--- src/rtl/pc_sequencer_if.sv ---
// pc_sequencer_if: instruction-fetch and execute handshake bundle
// between the PC sequencer and the memory/decoder/datapath side.
interface pc_sequencer_if #(
    parameter int ADDR_W = 11
);
    logic              fetchReq;
    logic [ADDR_W-1:0] fetchAddr;
    logic              fetchAck;
    logic              decodeStrobe;
    logic              execStart;
    logic              execDone;
    logic              jumpSignal;
    logic [2:0]        IR;
    logic [ADDR_W-1:0] Address;
    logic              halt;

    modport master (
        output fetchReq,
        output fetchAddr,
        output decodeStrobe,
        output execStart,
        input  fetchAck,
        input  execDone,
        input  jumpSignal,
        input  IR,
        input  Address,
        input  halt
    );

    modport slave (
        input  fetchReq,
        input  fetchAddr,
        input  decodeStrobe,
        input  execStart,
        output fetchAck,
        output execDone,
        output jumpSignal,
        output IR,
        output Address,
        output halt
    );
endinterface

--- src/rtl/pc_sequencer.sv ---
// pc_sequencer: owns PC and ZF/CF, steps FETCH/DECODE/EXECUTE/UPDATE
// and resolves conditional jumps against the registered flags.
module pc_sequencer #(
    parameter int                ADDR_W   = 11,
    parameter logic [ADDR_W-1:0] RESET_PC = '0
) (
    input  logic              clk,
    input  logic              rst,
    pc_sequencer_if.master    bus,
    input  logic              flagWe,
    input  logic              aluZF,
    input  logic              aluCF,
    output logic              ZF,
    output logic              CF,
    output logic [ADDR_W-1:0] PC,
    output logic              jumpTaken,
    output logic              halted
);
    typedef enum logic [2:0] {
        FETCH,
        DECODE,
        EXECUTE,
        UPDATE,
        HALTED
    } state_t;

    state_t            state;
    logic [ADDR_W-1:0] target;
    logic [ADDR_W-1:0] pcInc;
    logic              zfNext;
    logic              cfNext;
    logic [7:0]        condVec;
    logic              take;

    assign bus.fetchAddr = PC;

    // Jump decision uses the flags as they will stand in UPDATE,
    // so a flag write in the execDone cycle is already folded in.
    always_comb begin
        pcInc   = PC + ADDR_W'(1);
        zfNext  = flagWe ? aluZF : ZF;
        cfNext  = flagWe ? aluCF : CF;
        condVec = {2'b00, zfNext | cfNext, ~cfNext,
                   cfNext, ~zfNext, zfNext, 1'b1};
        take    = bus.jumpSignal & condVec[bus.IR];
    end

    // Sequencer FSM with registered handshake outputs, flags and PC.
    always_ff @(posedge clk) begin
        if (rst) begin
            state            <= FETCH;
            PC               <= RESET_PC;
            target           <= '0;
            ZF               <= 1'b0;
            CF               <= 1'b0;
            bus.fetchReq     <= 1'b0;
            bus.decodeStrobe <= 1'b0;
            bus.execStart    <= 1'b0;
            jumpTaken        <= 1'b0;
            halted           <= 1'b0;
        end else begin
            if (flagWe && state != HALTED) begin
                ZF <= aluZF;
                CF <= aluCF;
            end
            unique case (state)
                FETCH: begin
                    if (bus.fetchReq && bus.fetchAck) begin
                        bus.fetchReq     <= 1'b0;
                        bus.decodeStrobe <= 1'b1;
                        state            <= DECODE;
                    end else begin
                        bus.fetchReq <= 1'b1;
                    end
                end
                DECODE: begin
                    bus.decodeStrobe <= 1'b0;
                    bus.execStart    <= 1'b1;
                    state            <= EXECUTE;
                end
                EXECUTE: begin
                    bus.execStart <= 1'b0;
                    if (bus.execDone) begin
                        target <= bus.Address;
                        if (bus.halt) begin
                            halted <= 1'b1;
                            state  <= HALTED;
                        end else begin
                            jumpTaken <= take;
                            state     <= UPDATE;
                        end
                    end
                end
                UPDATE: begin
                    PC           <= jumpTaken ? target : pcInc;
                    jumpTaken    <= 1'b0;
                    bus.fetchReq <= 1'b1;
                    state        <= FETCH;
                end
                HALTED: begin
                    halted <= 1'b1;
                end
                default: begin
                    state <= FETCH;
                end
            endcase
        end
    end
endmodule

--- src/flat_wrapper.sv ---
// flat-port wrapper written by rule: the top's interface ports become plain ports
module pc_sequencer_flat 
#(
    parameter int                ADDR_W   = 11,
    parameter logic [ADDR_W-1:0] RESET_PC = '0
)
  (clk, rst, flagWe, aluZF, aluCF, ZF, CF, PC, jumpTaken, halted, bus_fetchReq, bus_fetchAddr, bus_decodeStrobe, bus_execStart, bus_fetchAck, bus_execDone, bus_jumpSignal, bus_IR, bus_Address, bus_halt);
  pc_sequencer_if #(.ADDR_W(ADDR_W)) bus_i ();
  input  logic clk;
  input  logic rst;
  input  logic flagWe;
  input  logic aluZF;
  input  logic aluCF;
  output logic ZF;
  output logic CF;
  output logic [ADDR_W-1:0] PC;
  output logic jumpTaken;
  output logic halted;
  output wire logic [$bits(bus_i.fetchReq)-1:0] bus_fetchReq;
  output wire logic [$bits(bus_i.fetchAddr)-1:0] bus_fetchAddr;
  output wire logic [$bits(bus_i.decodeStrobe)-1:0] bus_decodeStrobe;
  output wire logic [$bits(bus_i.execStart)-1:0] bus_execStart;
  input wire logic [$bits(bus_i.fetchAck)-1:0] bus_fetchAck;
  input wire logic [$bits(bus_i.execDone)-1:0] bus_execDone;
  input wire logic [$bits(bus_i.jumpSignal)-1:0] bus_jumpSignal;
  input wire logic [$bits(bus_i.IR)-1:0] bus_IR;
  input wire logic [$bits(bus_i.Address)-1:0] bus_Address;
  input wire logic [$bits(bus_i.halt)-1:0] bus_halt;
  assign bus_fetchReq = bus_i.fetchReq;
  assign bus_fetchAddr = bus_i.fetchAddr;
  assign bus_decodeStrobe = bus_i.decodeStrobe;
  assign bus_execStart = bus_i.execStart;
  assign bus_i.fetchAck = bus_fetchAck;
  assign bus_i.execDone = bus_execDone;
  assign bus_i.jumpSignal = bus_jumpSignal;
  assign bus_i.IR = bus_IR;
  assign bus_i.Address = bus_Address;
  assign bus_i.halt = bus_halt;
  pc_sequencer #(.ADDR_W(ADDR_W), .RESET_PC(RESET_PC)) u_core (.clk(clk), .rst(rst), .bus(bus_i), .flagWe(flagWe), .aluZF(aluZF), .aluCF(aluCF), .ZF(ZF), .CF(CF), .PC(PC), .jumpTaken(jumpTaken), .halted(halted));
endmodule
--- config.mk ---
export PLATFORM = sky130hd
export DESIGN_NAME = pc_sequencer_flat
export DESIGN_NICKNAME = d
export VERILOG_FILES = /design/src/rtl/pc_sequencer_if.sv /design/src/rtl/pc_sequencer.sv /design/src/flat_wrapper.sv
export SDC_FILE = /design/constraint.sdc
export NUM_CORES = 1
export LEC_CHECK = 0
export ABC_CLOCK_PERIOD_IN_PS = 1600
export CELL_PAD_IN_SITES_DETAIL_PLACEMENT = 1
export CELL_PAD_IN_SITES_GLOBAL_PLACEMENT = 2
export CORE_ASPECT_RATIO = 1.4
export CORE_MARGIN = 2
export CORE_UTILIZATION = 26
export CTS_CLUSTER_SIZE = 24
export DETAILED_ROUTE_END_ITERATION = 16
export GPL_TIMING_DRIVEN = 0
export PLACE_DENSITY = 0.91
export RECOVER_POWER = 50
export SYNTH_ARGS = -nofsm -noshare
export SYNTH_HDL_FRONTEND = slang
export SYNTH_SLANG_ARGS = --single-unit
--- constraint.sdc ---
create_clock -name clk -period 1.6 [get_ports clk]
set_input_delay 0.32 -clock clk [delete_from_list [all_inputs] [get_ports clk]]
set_output_delay 0.32 -clock clk [all_outputs]
set_load 0.05 [all_outputs]
# Word level (Yosys, flattened, before mapping)

Cells that the tools add are included.

Input port bits: 23
Bits in registers: 32
Word-level logic and storage cells: 59
Output and inout bits: 29

Add/subtract/negate cells: 1
Equality and inequality tests: 9
$lt $le $gt $ge: 1
Bitwise operators: 5
Mux-type cells: 20
Reduce and logical (&&, ||, !) cells: 13

Operators with widths:

| cell                                                 | count |
|---|---|
| case mux 3 bit (4 select lines)                      | 1 |
| adder 11 x 1 -> 11 bit (second input constant)       | 1 |
| 2-to-1 mux 11 bit                                    | 1 |
| case mux 1 bit (2 select lines)                      | 5 |
| nonzero test 2 bit                                   | 5 |
| 2-to-1 mux 1 bit                                     | 9 |
| 2-to-1 mux 3 bit                                     | 3 |
| AND reduction 3 bit                                  | 3 |
| equality test 3 x 2 -> 1 bit (second input constant) | 2 |
| != test 2 bit (second input constant)                | 3 |
| < comparator 3 x 4 -> 1 bit (second input constant)  | 1 |
| AND reduction 2 bit                                  | 2 |
| binary-select mux 1 bit (select 3 bit)               | 1 |
| equality test 3 x 1 -> 1 bit (second input constant) | 1 |
| equality test 3 bit (second input constant)          | 1 |
| zero test 3 bit                                      | 1 |
| != test 3 bit (second input constant)                | 1 |
| inverter 1 bit                                       | 3 |
| logical AND 1 bit                                    | 2 |
| != test 2 x 1 -> 1 bit (second input constant)       | 1 |
| bitwise AND 1 bit                                    | 1 |
| OR 1 bit                                             | 1 |

# Logic depth before layout (Yosys ltp)

Depth in word-level cells: 8
Depth in mapped cells: 7
Gate-level depth less buffers: 5

# Least setup slack after synthesis

Ideal clock, no wire load.

Kind: register to register
Start: register u_core.PC[0]
End: register u_core.PC[9]
Data arrival time: 1.715 ns
Buffers on the path: 0
Clock period less this slack: 1.789 ns
Setup time: 0.074 ns
Path slack: -0.189 ns
Stages on the path, launching flop included: 5
Data required time: 1.526 ns
Path through: dfxtp_1 and4_4 nand4_1 or4_1 a31oi_1

Cells in the longest elaborated chain, start to end: 2

Ends and longest elaborated chain:

| item                   | line               | text |
|---|---|---|
| start, declared        | pc_sequencer.sv:15 | `output logic [ADDR_W-1:0] PC,` |
| start signal, assigned | pc_sequencer.sv:95 | `PC <= jumpTaken ? target : pcInc;` |
| adder 11 x 1 -> 11 bit | pc_sequencer.sv:40 | `pcInc = PC + ADDR_W'(1);` |
| 2-to-1 mux 11 bit      | pc_sequencer.sv:95 |  |

No other way between the ends.
A chain may end at the register's enable or synchronous reset.

# Final worst setup path

Start: register u_core.PC[4]
End: output PC[4]

RTL lines:

| item          | line               | text |
|---|---|---|
| end, declared | flat_wrapper.sv:16 | `output logic [ADDR_W-1:0] PC;` |

No word-level cell between the ends.

==> impl_metrics.yaml <==
min_path:
  hp-class: "reg -> reg"
  holdPathStages: 2
sta:
  relSlewSlack_pct: 64.3
  layout_worst_path_cycle_share_pct: 96.7
  period_minus_slack_ns: 1.55
  timing.fmax_mhz: 646
  fin_ws_ns: 0.0529
  holdWs_ns: 0.460
  hold_viol: 0
  worst_pin_slew_ns: 0.535
  slew_viol_final: 0
  setup_viol_count_final: 0
  finClkSkew_ns: 0.00827
  rsz0062_at_grt: "false"
critical_path:
  r2r_cells: 4
  end_kind: "output pin"
  critPathKind: "reg -> out"
  crit_path_max_incr_delay_ns: 0.54
  cp_max_fo: 8
  worst-path-stages: 1
  crit_slowest_cell: "dlygate4sd2_1"
  required_ns: 1.28
  critPathLaunchType: "flop"
  path_cells: "dlygate4sd2_1"
  worstPathArrival_ns: 1.23
  crit_family: "buffers and inverters"
  cp_num_buf_inv: 1
floorplan:
  die_x_um: 71.2
  die_y_um: 98.1
  die_area_um2: 6980
  num_rows: 34
  core_um2: 6170
  io_pins: 52
  initial_core_util_pct: 26.6
yosys:
  synth_area_leaders: "dfxtp_1 (39%), nand2_1 (6.2%), buf_4 (5.9%)"
  yosys_register_bits: 32
  synthCells: 199
  synth_area_um2: 1640
  synth_top_area_share_pct: 39.0
  yosys.area.top_type: "dfxtp_1"
  muxShareOfSynthArea_pct: 5.56
  synth_xor_area_share_pct: 0
  seq_area_frac_synth_pct: 39.0
  syn_avg_cell_area_um2: 8.26
  yosysWarnings: 0
  synth_top_family_by_area: "simple AND/OR/NAND/NOR gates"
  syn_nets: 223
  synth-compound-area-share_pct: 20.7
  synth-simple-area-share_pct: 23.5
  ys_types: 46
  synth_adder_area_share_pct: 0.762
status:
  status: "finished, final reports clean"
grt:
  overflow: 0
  grt_pass1_vias: 1675
  antenna_found_initial: 0
  track_usage_pct: 14.4
  grt_max_degree: 11
  grt_pass1_wl_mm: 8.02
finish:
  fin_util_pct: 37.6
  instances_no_fill: 328
  final_layout_size_suffix_gt1_share_pct: 21.9
  regArea_um2: 654
  multiInputGateArea_um2: 830
  diodes: 0
  fillCellCount: 754
  syn2layout_area_growth_pct: 41.1
  finalNetCount: 280
placed_design:
  dpl_worst_slack_ns: -0.525
  gp_congestion: 0.744
  hpwl_mm: 3.62
  portBuffers: 51
  place_inst: 322
clock_tree:
  htree_levels: 2
  max-clock-path-buffers: 2
  clock-sinks: 32
  cts_buffers: 5
  clock_latency_ns: 0.29
  path_clk_slew_ns: 0.07
  cts_tree: "done"
  root_buffer: "clkbuf_8"
  postCtsSetupBuffers: 0
routing:
  drtAntennaViolNets: 0
  drtIter0Drc: 63
  wl_per_cell_um: 14.5
  first_pass_iters: 4
  vias: 1678
  vias_per_cell: 5.12
  wl_mm: 4.77
  drc: 0
run:
  maxCapViolations: 0
power_and_ir_drop:
  p_per_area_nw_per_um2: 925
  power_uw: 2140
  ir_drop_v: 0.000393
  p_leak_uw: 0.000964
==> synth_stat cells, drive strengths merged <==
cell type / number
or2b: 1
nand3: 4
or4: 1
o311ai: 1
a221oi: 1
a31oi: 2
o21ai: 8
buf: 17
a21oi: 19
clkbuf: 6
and4: 2
mux2i: 8
inv: 7
nand3b: 3
o211ai: 1
or2: 1
and3b: 1
nor2: 14
a211oi: 4
a2111oi: 1
o22ai: 4
nand2: 27
mux2: 1
dfxtp: 32
nor4: 2
o31ai: 1
nand2b: 1
nor2b: 3
and2: 2
a21o: 2
a2bb2oi: 2
and3: 4
nand4: 3
ha: 1
a22oi: 7
o211a: 1
nor3: 3
nand4b: 1
==> power by group <==
part	leakage, uW	internal, uW	switching [uW]
sequential	0.000264	845	55.5
combinational	0.000650	206	349
clock	0.0000503	383	305
==> placed cells by master, fill, tap and decap left out, types with 7 or more instances in the layout <==
master	netlist	layout
nand2_1	27	27
dfxtp_1	32	25
clkdlybuf4s50_1	0	22
a21oi_1	19	19
nor2_1	14	14
dlygate4sd2_1	0	13
buf_4	13	11
clkdlybuf4s15_2	0	9
clkbuf_2	0	8
mux2i_1	8	8
inv_1	7	7
a22oi_1	7	7
o21ai_0	8	7
clkbuf_8	0	7
==> state kept, by name (all words and copies together), names as in the netlist <==
register	flops
u_core.PC	11
u_core.target	11
u_core.state	3
u_core.CF	1
u_core.ZF	1
u_core.bus.decodeStrobe	1
u_core.bus.execStart	1
u_core.bus.fetchReq	1
u_core.halted	1
u_core.jumpTaken	1
==> stage by stage <==
| stage | setup TNS [ns] | cell area [um2] |
|---|---|---|
| 6_report | 0 | 2320 |
| 3_3_place_gp | -6.15 | 2250 |
| 4_1_cts | 0 | 2340 |
| 3_5_place_dp | -6.51 | 2250 |
| 5_1_grt | 0 | 2320 |
| 2_1_floorplan | 0 | 1650 |
==> area by class of cell <==
class | count | area share, %
Multi-Input combinational cell | 137 | 35.8
Sequential cell | 32 | 28.2
Timing Repair Buffer | 51 | 20.5
Buffer | 22 | 6.26
Clock buffer | 7 | 4.16
Tap cell | 72 | 3.89
Inverter | 7 | 1.13
==> worst paths after layout <==
| path | from | end | slack [ns] |
|---|---|---|---|
| min | u_core.target[6] | u_core.target[6] | 0.46 |
| min reg2reg | u_core.target[6] | u_core.target[6] | 0.46 |
| max reg2reg | u_core.jumpTaken | u_core.PC[4] | 0.10 |
| max | u_core.PC[4] | PC[4] | 0.05 |
==> per-layer routing <==
layer  GRT usage [%]  share of wire [%]
met5               0                  0
met4            6.53                2.0
met3            2.89                3.4
met2            26.1                 53
met1            15.8                 41
==> cell families after synthesis <==
logic type | Yosys count
AO/OA/AOI/OAI | 54
buffers and inverters | 30
adder cells (fa/ha/maj) | 1
multiplexers | 9
flip-flops | 32
AND/OR/NAND/NOR | 73
==> what timing repair did <==
action,in CTS,in global routing
endpoints found under the setup margin,39,10
hold endpoints to repair,0,0
gates resized for setup,53,14
hold buffers,0,0
No activity file was read; power rests on OpenSTA's default activity.
==> RTL change (same settings) <==
`ADDR_W` is set to 11 in 3 places; all go to 9.
--- a/src/rtl/pc_sequencer_if.sv
+++ b/src/rtl/pc_sequencer_if.sv
@@ -1,7 +1,7 @@
 // pc_sequencer_if: instruction-fetch and execute handshake bundle
 // between the PC sequencer and the memory/decoder/datapath side.
 interface pc_sequencer_if #(
-    parameter int ADDR_W = 11
+    parameter int ADDR_W = 9
 );
     logic              fetchReq;
     logic [ADDR_W-1:0] fetchAddr;
--- a/src/rtl/pc_sequencer.sv
+++ b/src/rtl/pc_sequencer.sv
@@ -1,7 +1,7 @@
 // pc_sequencer: owns PC and ZF/CF, steps FETCH/DECODE/EXECUTE/UPDATE
 // and resolves conditional jumps against the registered flags.
 module pc_sequencer #(
-    parameter int                ADDR_W   = 11,
+    parameter int                ADDR_W   = 9,
     parameter logic [ADDR_W-1:0] RESET_PC = '0
 ) (
     input  logic              clk,
--- a/src/flat_wrapper.sv
+++ b/src/flat_wrapper.sv
@@ -1,7 +1,7 @@
 // flat-port wrapper written by rule: the top's interface ports become plain ports
 module pc_sequencer_flat 
 #(
-    parameter int                ADDR_W   = 11,
+    parameter int                ADDR_W   = 9,
     parameter logic [ADDR_W-1:0] RESET_PC = '0
 )
   (clk, rst, flagWe, aluZF, aluCF, ZF, CF, PC, jumpTaken, halted, bus_fetchReq, bus_fetchAddr, bus_decodeStrobe, bus_execStart, bus_fetchAck, bus_execDone, bus_jumpSignal, bus_IR, bus_Address, bus_halt);
Interface: changed (resized PC, bus_Address and bus_fetchAddr); port bits go from 52 to 46. The function was not compared with the original's and may differ.
==> RTL change against the original RTL <==
  * Clock skew fell by 0.0064 ns
  * Sequential cell count fell by 4
  * Area after synthesis fell by 12%
  * First-iteration DRC count fell by 6.3%
  * Routed wire length fell by 16%
  * Critical path type unchanged
  * Setup slack got worse by 0.0027 ns
  * Cell area fell by 12%
  * Power rose by 0.46%
  * Largest power group unchanged
==> RTL change: results (changes against the original RTL) <==
INFO  metric run_status = complete, no violations
INFO  metric place.gp.congestion = 0.747 (+0.48%)
INFO  metric hold-path-endpoint = u_core.target[1]
INFO  metric reg_top3 = u_core.PC x9, u_core.target x9, u_core.state x3
INFO  metric rr_startpoint = u_core.PC[0]
INFO  metric clk_pin_slew = 0.10 ns (+0.03 ns)
INFO  metric dpl-instance-area = 1980 µm² (-12%)
INFO  metric final_cycle_share = 96.9% (+0.17 points)
INFO  metric num-nets-final = 253 (-9.6%)
INFO  metric ir_drop = 0.397 mV (+1.2%)
INFO  metric grt_start_max_net_pins = 16 (+5)
INFO  metric grt_util_met2 = 25.2% (-0.97 points)
INFO  metric critical_path_peak_fanout = 7 (-1)
INFO  metric detailroute.wirelength.met3 = 128 µm (-22%)
INFO  metric detail_route.iter0.violations = 59 (-6.3%)
INFO  metric h_tree_lvl_count = 1 (-1)
INFO  metric buffer_ports.inserted = 44 (-14%)
INFO  metric critical_path.reg2reg.endpoint = u_core.PC[8]
INFO  metric dp.final_hpwl = 3.09 mm (-14%)
INFO  metric top_post_synthesis_cells_by_area = dfxtp_1 39%, a21oi_1 6.9%, nand2_1 6.5%
INFO  metric drive_above_1_share = 18.3% (-3.6 points)
INFO  metric slew_headroom = 64.6% (+0.25 points)
INFO  metric globalRouteMet1Util = 15.4% (-0.41 points)
INFO  metric ys_types = 37 (-20%)
INFO  metric intPower = 1.32 mW (-7.8%)
INFO  metric met2_wirelength = 2.16 mm (-15%)
INFO  metric start_point_of_the_worst_min_delay_path = u_core.target[1]
INFO  metric reg2regPathDepth = 5 (+1)
INFO  metric route.vias.total = 1434 (-15%)
INFO  metric synth_top_cells_by_count = 28 x dfxtp_1, 25 x nand2_1, 20 x a21oi_1
INFO  metric p_leak = 0.809 nW (-16%)
INFO  metric grt_util_all_layers = 13.6% (-0.85 points)
INFO  metric post_cts_resize_count = 45 (-15%)
INFO  metric drt_wl_total = 3.99 mm (-16%)
RTL change: cell types whose count changed after synthesis, sizes merged, moves of 4 or more:
| cell | change |
|---|---|
| a22oi | -4 |
| nand3 | +5 |
| and3 | -4 |
| dfxtp | -4 |
| nor3b | +5 |
RTL change: area by class of cell:
cell class / count / area, µm²
fill: 689 / 3410
multi-input combinational: 127 / 761
sequential: 28 / 567
timing repair buffer: 47 / 433
buffer: 18 / 110
tap: 68 / 85.1
clock buffer: 4 / 55.1
inverter: 6 / 26.3
RTL change: worst max-delay path, stage by stage (launching register included):
cell and delay, ns:
dfxtp_1 0.46, buf_4 0.15, clkdlybuf4s15_2 0.35
RTL change: stage by stage:
step | power, mW | setup TNS (ns) | std cells | utilization (%) | hold slack (ns)
4_1_cts | 2.18 | 0 | 296 | 37.2 | 0.467
6_report | 2.15 | 0 | 298 | 37.4 | 0.465
2_1_floorplan | 1.47 | 0 | 180 | - | 0.436
3_3_place_gp | 1.74 | -2.08 | 292 | 36.3 | 0.445
5_1_grt | 2.29 | -0.0601 | 298 | 37.4 | 0.479
3_5_place_dp | 1.76 | -2.46 | 292 | 36.3 | 0.452
RTL change: cells by family (layout without fill, tap and decap cells):
logic type	after synthesis	count (layout)	share of synthesized area, %
compound gates	46	46	19.8
fa+ha+maj	1	1	0.866
buf+inv	25	75	9.27
flops	28	28	38.8
mux	8	8	5.55
simple gates	72	72	25.7
RTL change: power by group through the flow:
| stage | Clock [mW] | Combinational [mW] | Sequential (mW) |
|---|---|---|---|
| finish | 0.447 | 0.828 | 0.879 |
| global route | 0.494 | 0.898 | 0.895 |
| CTS | 0.466 | 0.844 | 0.869 |
| detailed placement | 0 | 0.871 | 0.887 |
| global placement | 0 | 0.858 | 0.883 |
| floorplan | 0 | 0.431 | 1.04 |
